--- src/rtl/sigma_irq_ctrl.sv ---
// Tile interrupt controller: merges timer, SGI and synchronised external IRQs into a
// pending register and hands the lowest enabled one to the core via req/ack/eoi.
module sigma_irq_ctrl #(
  parameter int unsigned IRQ_NUM_POW     = 4,
  parameter int unsigned TIMER_IRQ_NUM   = 0,
  parameter int unsigned EXT_SYNC_STAGES = 2
) (
  input  logic                            clk_i,
  input  logic                            rst_i,
  input  logic [(1<<IRQ_NUM_POW)-1:0]     irq_en_bi,
  input  logic                            irq_timer_i,
  input  logic                            sgi_req_i,
  input  logic [IRQ_NUM_POW-1:0]          sgi_code_bi,
  input  logic [(1<<IRQ_NUM_POW)-1:0]     ext_irq_bi,
  output logic                            core_irq_req_o,
  output logic [IRQ_NUM_POW-1:0]          core_irq_code_bo,
  input  logic                            core_irq_ack_i,
  input  logic                            core_irq_eoi_i,
  output logic [(1<<IRQ_NUM_POW)-1:0]     pending_bo
);

  localparam int unsigned N = 1 << IRQ_NUM_POW;
  localparam logic [IRQ_NUM_POW-1:0] TIMER_IDX = IRQ_NUM_POW'(TIMER_IRQ_NUM);

  localparam logic [1:0] ST_IDLE   = 2'd0;
  localparam logic [1:0] ST_REQ    = 2'd1;
  localparam logic [1:0] ST_ACTIVE = 2'd2;

  logic [EXT_SYNC_STAGES-1:0][N-1:0] sync_q;
  logic [N-1:0]                      ext_last_q;
  logic [N-1:0]                      ext_rise;
  logic [N-1:0]                      set_vec;
  logic [N-1:0]                      clr_vec;
  logic [N-1:0]                      eligible;
  logic [N-1:0]                      pending_q, pending_d;
  logic [1:0]                        state_q, state_d;
  logic [IRQ_NUM_POW-1:0]            code_q, code_d;
  logic [IRQ_NUM_POW-1:0]            low_idx;

  // ext_last_q holds the previous synchronised level so a held line sets pending once
  always_ff @(posedge clk_i or negedge rst_i) begin
    if (!rst_i) begin
      sync_q     <= '0;
      ext_last_q <= '0;
    end else begin
      sync_q     <= {sync_q[EXT_SYNC_STAGES-2:0], ext_irq_bi};
      ext_last_q <= sync_q[EXT_SYNC_STAGES-1];
    end
  end

  assign ext_rise = sync_q[EXT_SYNC_STAGES-1] & ~ext_last_q;

  always_comb begin
    set_vec = ext_rise;
    if (irq_timer_i) set_vec[TIMER_IDX]   = 1'b1;
    if (sgi_req_i)   set_vec[sgi_code_bi] = 1'b1;
  end

  assign eligible = pending_q & irq_en_bi;

  always_comb begin
    low_idx = '0;
    for (int unsigned i = N; i > 0; i--) begin
      if (eligible[i-1]) low_idx = IRQ_NUM_POW'(i - 1);
    end
  end

  always_comb begin
    state_d = state_q;
    code_d  = code_q;
    clr_vec = '0;
    case (state_q)
      ST_IDLE: begin
        if (|eligible) begin
          state_d = ST_REQ;
          code_d  = low_idx;
        end
      end
      ST_REQ: begin
        if (core_irq_ack_i) begin
          clr_vec[code_q] = 1'b1;
          state_d         = ST_ACTIVE;
        end
      end
      ST_ACTIVE: begin
        if (core_irq_eoi_i) state_d = ST_IDLE;
      end
      default: state_d = ST_IDLE;
    endcase
  end

  // new sets are applied after the ack-clear so a same-cycle set keeps the bit pending
  assign pending_d = (pending_q & ~clr_vec) | set_vec;

  always_ff @(posedge clk_i or negedge rst_i) begin
    if (!rst_i) begin
      pending_q <= '0;
      state_q   <= ST_IDLE;
      code_q    <= '0;
    end else begin
      pending_q <= pending_d;
      state_q   <= state_d;
      code_q    <= code_d;
    end
  end

  assign core_irq_req_o   = (state_q == ST_REQ);
  assign core_irq_code_bo = code_q;
  assign pending_bo       = pending_q;

endmodule

--- config.mk ---
export PLATFORM = sky130hd
export DESIGN_NAME = sigma_irq_ctrl
export DESIGN_NICKNAME = d
export VERILOG_FILES = /design/src/rtl/sigma_irq_ctrl.sv
export SDC_FILE = /design/constraint.sdc
export NUM_CORES = 1
export LEC_CHECK = 0
export CAP_MARGIN = 25
export CORE_UTILIZATION = 40
export DETAILED_ROUTE_END_ITERATION = 12
export HOLD_SLACK_MARGIN = 0.05
export PLACE_DENSITY = 0.67
export SLEW_MARGIN = 30
export SYNTH_ARGS = -nofsm -noshare
export SYNTH_HDL_FRONTEND = slang
export SYNTH_SLANG_ARGS = --single-unit
--- constraint.sdc ---
create_clock -name clk_i -period 4.5 [get_ports clk_i]
set_input_delay 0.9 -clock clk_i [delete_from_list [all_inputs] [get_ports clk_i]]
set_output_delay 0.9 -clock clk_i [all_outputs]
set_load 0.03 [all_outputs]
-- Word-level counts from Yosys, hierarchy flattened
Index checks and enable logic that the tools add are counted.
- bits in registers: 70
- input bits: 42
- output and inout bits: 21
- logic and storage cells: 56
- order comparisons: 4
- equal/unequal tests: 5
- mux-type cells: 28
- bitwise gates (word level): 7
- reductions and logical operators: 6
- operator list (cell ; count):
    4-bit 2-to-1 mux ; 16
    16-bit bitwise AND ; 3
    16-bit 2-to-1 mux ; 3
    16-bit NOT ; 2
    16-bit OR ; 2
    16-bit OR reduction ; 1
    4-bit by 5-bit < comparator with 1-bit output (second input constant) ; 2
    1-bit demux with 4-bit select ; 2
    4-bit by 1-bit >= comparator with 1-bit output (second input constant) ; 2
    2-bit 2-to-1 mux ; 3
    2-bit case mux with 3 select lines ; 1
    2-bit inequality test (second input constant) ; 2
    1-bit 2-to-1 mux ; 3
    3-bit AND reduction ; 1
    2-bit by 1-bit equality test with 1-bit output (second input constant) ; 1
    2-bit equality test (second input constant) ; 1
    1-bit logical AND ; 2
    2-bit zero test ; 1
    2-bit by 1-bit inequality test with 1-bit output (second input constant) ; 1
    2-bit AND reduction ; 1

-- Depth between registers and ports, before layout
- depth after elaboration: 17
- mapped depth: 5
- gate-level depth less buffers: 5

-- Worst setup path before layout
Ideal clock, no wire load.
- path type: input -> register
- from: in irq_en_bi[14]
- to: reg code_q[1], in the netlist core_irq_code_bo[1]
- setup time: 0.125 ns
- arrival time: 1.875 ns
- required time: 4.375 ns
- setup slack: 2.500 ns
- cell stages on the path: 5
- buffers on the path: 0
- cell sequence: a22oi_1 > nand4_1 > or2_4 > nand2_4 > mux2_4
- cells in the longest elaborated chain, start to end: 16
- elaborated cells between the ends (all ways): 18
- those cells by class: mux (15); bitwise (1); reduce/logical (2)
- RTL lines (element ; line ; source):
    start: declaration ; 10 ; input logic [(1<<IRQ_NUM_POW)-1:0] irq_en_bi,
    16-bit bitwise AND (*) ; 59 ; assign eligible = pending_q & irq_en_bi;
    4-bit 2-to-1 mux (15 in series) ; 64 ; if (eligible[i-1]) low_idx = IRQ_NUM_POW'(i - 1);
    end signal: assignment ; 103 ; code_q <= code_d;
    end: declaration ; 37 ; logic [IRQ_NUM_POW-1:0] code_q, code_d;
Mark *: on every way between the ends. The rest lies on a longest branch, timed or not.
A chain may end at the register's enable or synchronous reset.

-- Final worst setup path
- from: reg state_q[1]
- to: out core_irq_req_o
- cells in the longest elaborated chain, start to end: 1
- RTL lines (element ; line ; source):
    start: declaration ; 36 ; logic [1:0] state_q, state_d;
    start signal: assignment ; 102 ; state_q <= state_d;
    2-bit by 1-bit equality test with 1-bit output ; 107 ; assign core_irq_req_o = (state_q == ST_REQ);
    end: declaration ; 15 ; output logic core_irq_req_o,
No other way between the ends.

==> metrics <==
status=finished clean; TritonCTS Buffers=9; vias in the first global route=between 1500 and 2000; clock sink count=70; met1 Use GR=23.66%; PostCTS Resize Cnt=0; Hold/Removal Path Class=reg -> reg; Async SR Flop Fraction=100.0%; post-synthesis cell count=~200; R2R cell count=5; PortBufs=62; DRC violation count after routing=0; All-Layer GR Usage=18.69%; M2 GR Usage=between 20% and 30%; Clock Latency Late Sink=0.34 ns; post-synthesis sequential area ratio=68.86%; reg-to-reg startpoint=pending_bo[14]$_DFF_PN0_; Clock Skew=0.005961 ns; peak supply drop=a little under 0.0003 V; count of different cell masters after synthesis=33; simple-gate portion of the synthesized area=a little over a tenth; critical path class=reg -> out; Clock Pin Slew Worst Setup and Hold Paths=roughly 0.070 ns; synth-to-layout area growth=34.48%; effective utilization at floorplan=42.21%; crit path from=state_q[1]$_DFFE_PN0P_; mux cell area share after synthesis=approximately 1.6%; CTS tree=built; Post-synth EDFFs=0; RD Place Congestion=0.7837; Die Y=81.75 µm; wire per inst=about 16 µm; CP arrival=1.63 ns; post-route cell area=3421 µm²; final wirelength=about 5500 µm; fmax=395.8 MHz; RSZ-0062 raised after global routing=no; complex-gate fraction of the synthesized area=16.67%; htree depth=3; cell taking the most area after synthesis=dfrtp_1; dpl cell area=3257 µm²; max_slew headroom=56.59%; first-pass GRT wire length=8769 µm; post-synthesis xor/xnor area fraction=0%; reg-to-reg slack, setup=2.82 ns; final hold slack=approximately 0.34 ns; setup repair bufs after CTS=0; Crit path required time=3.60 ns; via count=between 1500 and 2000; dpl ws=1.920 ns; Leak=1.421 nW; RR Endpoint=core_irq_code_bo[1]$_DFFE_PN0P_; largest net degree at the start of global routing=41; Synth top area share=68.86%; setup slack after layout=1.974 ns; Syn Area/Cell=12.91 µm²; Core Footprint=between 6000 and 7000 µm²; top post-synthesis cells by area=dfrtp_1 (69%), o221ai_1 (4.1%), nand2_1 (2.8%); DIE AREA=6682 µm²; Post-Synthesis Cell Area=roughly 2500 µm²; synthesized net count=239; HPWL after DPL=4108 µm; largest family of logic cells by synthesized area=compound AO/OA/AOI/OAI gates; Final #Nets=312; Seq cells post-synth=70; Critical Path End=core_irq_req_o; crit-path max FO=5; most frequent cells in the layout=dfrtp_1 (70), clkdlybuf4s50_1 (61), nand2_1 (19); PD cells=around 460 nW/µm²; root buffer cell=clkbuf_8; initial antenna violation count=0; Hold Vio Cnt, Final=0; met3 Usage GRT=6.000%; Startpoint Class=register; Top FF cell, synth=dfrtp_1; setup TNS=0 ns; min Tclk post-route=2.526 ns; GR peak layer=met2; adder-cell share of the synthesized area=0%; first-pass iteration count of the detailed router=4; Post-DRT Antenna Nets=0; CP Capture Type=output pin; row cnt=28; Hold Buf Count CTS=0; ANT cells=0; Worst-Margin Slew=0.6512 ns; commonest non-fill, non-tap cell in the layout=dfrtp_1; layout cells sized above 1=9.489%; post-detailed-route via-to-cell ratio=5.198; Max Slew Vio Count=0; Clock Tree Buf Depth=2; Synth warnings=0; Die W=81.75 µm; # IOs=63; initial DRC count=88; grt total ovfl=0; ratio of final minimum period to clock period=56.14%; number of max-cap violations=0; final setup fails=0
-- worst min path at each step --
stage	startpoint	end	cells after the start
CTS	sync_q[7]$_DFF_PN0_	sync_q[23]$_DFF_PN0_	0
global route	sync_q[7]$_DFF_PN0_	sync_q[23]$_DFF_PN0_	0
global placement	sync_q[2]$_DFF_PN0_	sync_q[18]$_DFF_PN0_	0
finish	sync_q[7]$_DFF_PN0_	sync_q[23]$_DFF_PN0_	0
detailed placement	sync_q[1]$_DFF_PN0_	sync_q[17]$_DFF_PN0_	0
floorplan	sync_q[0]$_DFF_PN0_	sync_q[16]$_DFF_PN0_	0
-- registers in the layout (all words and copies together) (netlist names) --
register / cells
core_irq_code_bo: 4
ext_last_q: 16
pending_bo: 16
state_q: 2
sync_q: 32
-- area by class of cell --
class	instances	area, µm²
flip-flops and latches	70	1752
clock inverters	6	40.04
multi-input cells	111	732.0
well taps	75	93.84
inverters	15	56.30
clock buffers	9	123.9
repair buffers	63	623.1
fillers	505	2605
-- per-stage QoR --
step                utilization [%]  total power (W)  std cells
finish                        56.77         0.001579        349
global route                  56.77         0.001663        349
CTS                           56.77         0.001594        349
detailed placement            54.05         0.001170        334
global placement              54.05         0.001162        334
floorplan                         -        0.0009835        197
-- synth_stat cells, types with 2 or more instances --
library cell   n
nand2b_1       7
nand4_1        2
o211ai_1       3
o311ai_0       2
nor2b_1        2
dfrtp_1       70
o221ai_1      12
a21oi_1        5
a22oi_2        4
o21ai_0       14
mux2_4         2
and2_1         4
nor2_1         4
nand3b_1       3
nand2_1       19
a21boi_0       2
nand3_1        5
a32oi_1        2
a22oi_1        4
o31ai_1        4
inv_1         15
-- cells by family (layout without fill, tap and decap cells) --
| family | Yosys count | count (layout) |
|---|---|---|
| DFF | 70 | 70 |
| AOI/OAI and AO/OA | 57 | 57 |
| and+or+nand+nor | 51 | 51 |
| buffers and inverters | 16 | 93 |
| muxes | 3 | 3 |
-- layer usage --
| metal | wire [µm] | part of all wire (%) | up-vias |
|---|---|---|---|
| li1 | - | - | 859 |
| met4 | 131 | 2.4 | 0 |
| met3 | 348 | 6.3 | 12 |
| met2 | 2731 | 50 | 62 |
| met5 | 0 | 0 | - |
| met1 | 2299 | 42 | 881 |
-- where the power goes --
group | internal, W | switching, W
clock | 0.000195 | 0.000224
sequential | 0.000694 | 0.0000784
combinational | 0.000177 | 0.000211
-- worst max-delay path, stage by stage (launching register included) --
cell             delay [ns]
dfrtp_1                0.42
and2b_1                0.21
clkdlybuf4s50_1        0.66
Power figures use the tool's default switching activity.
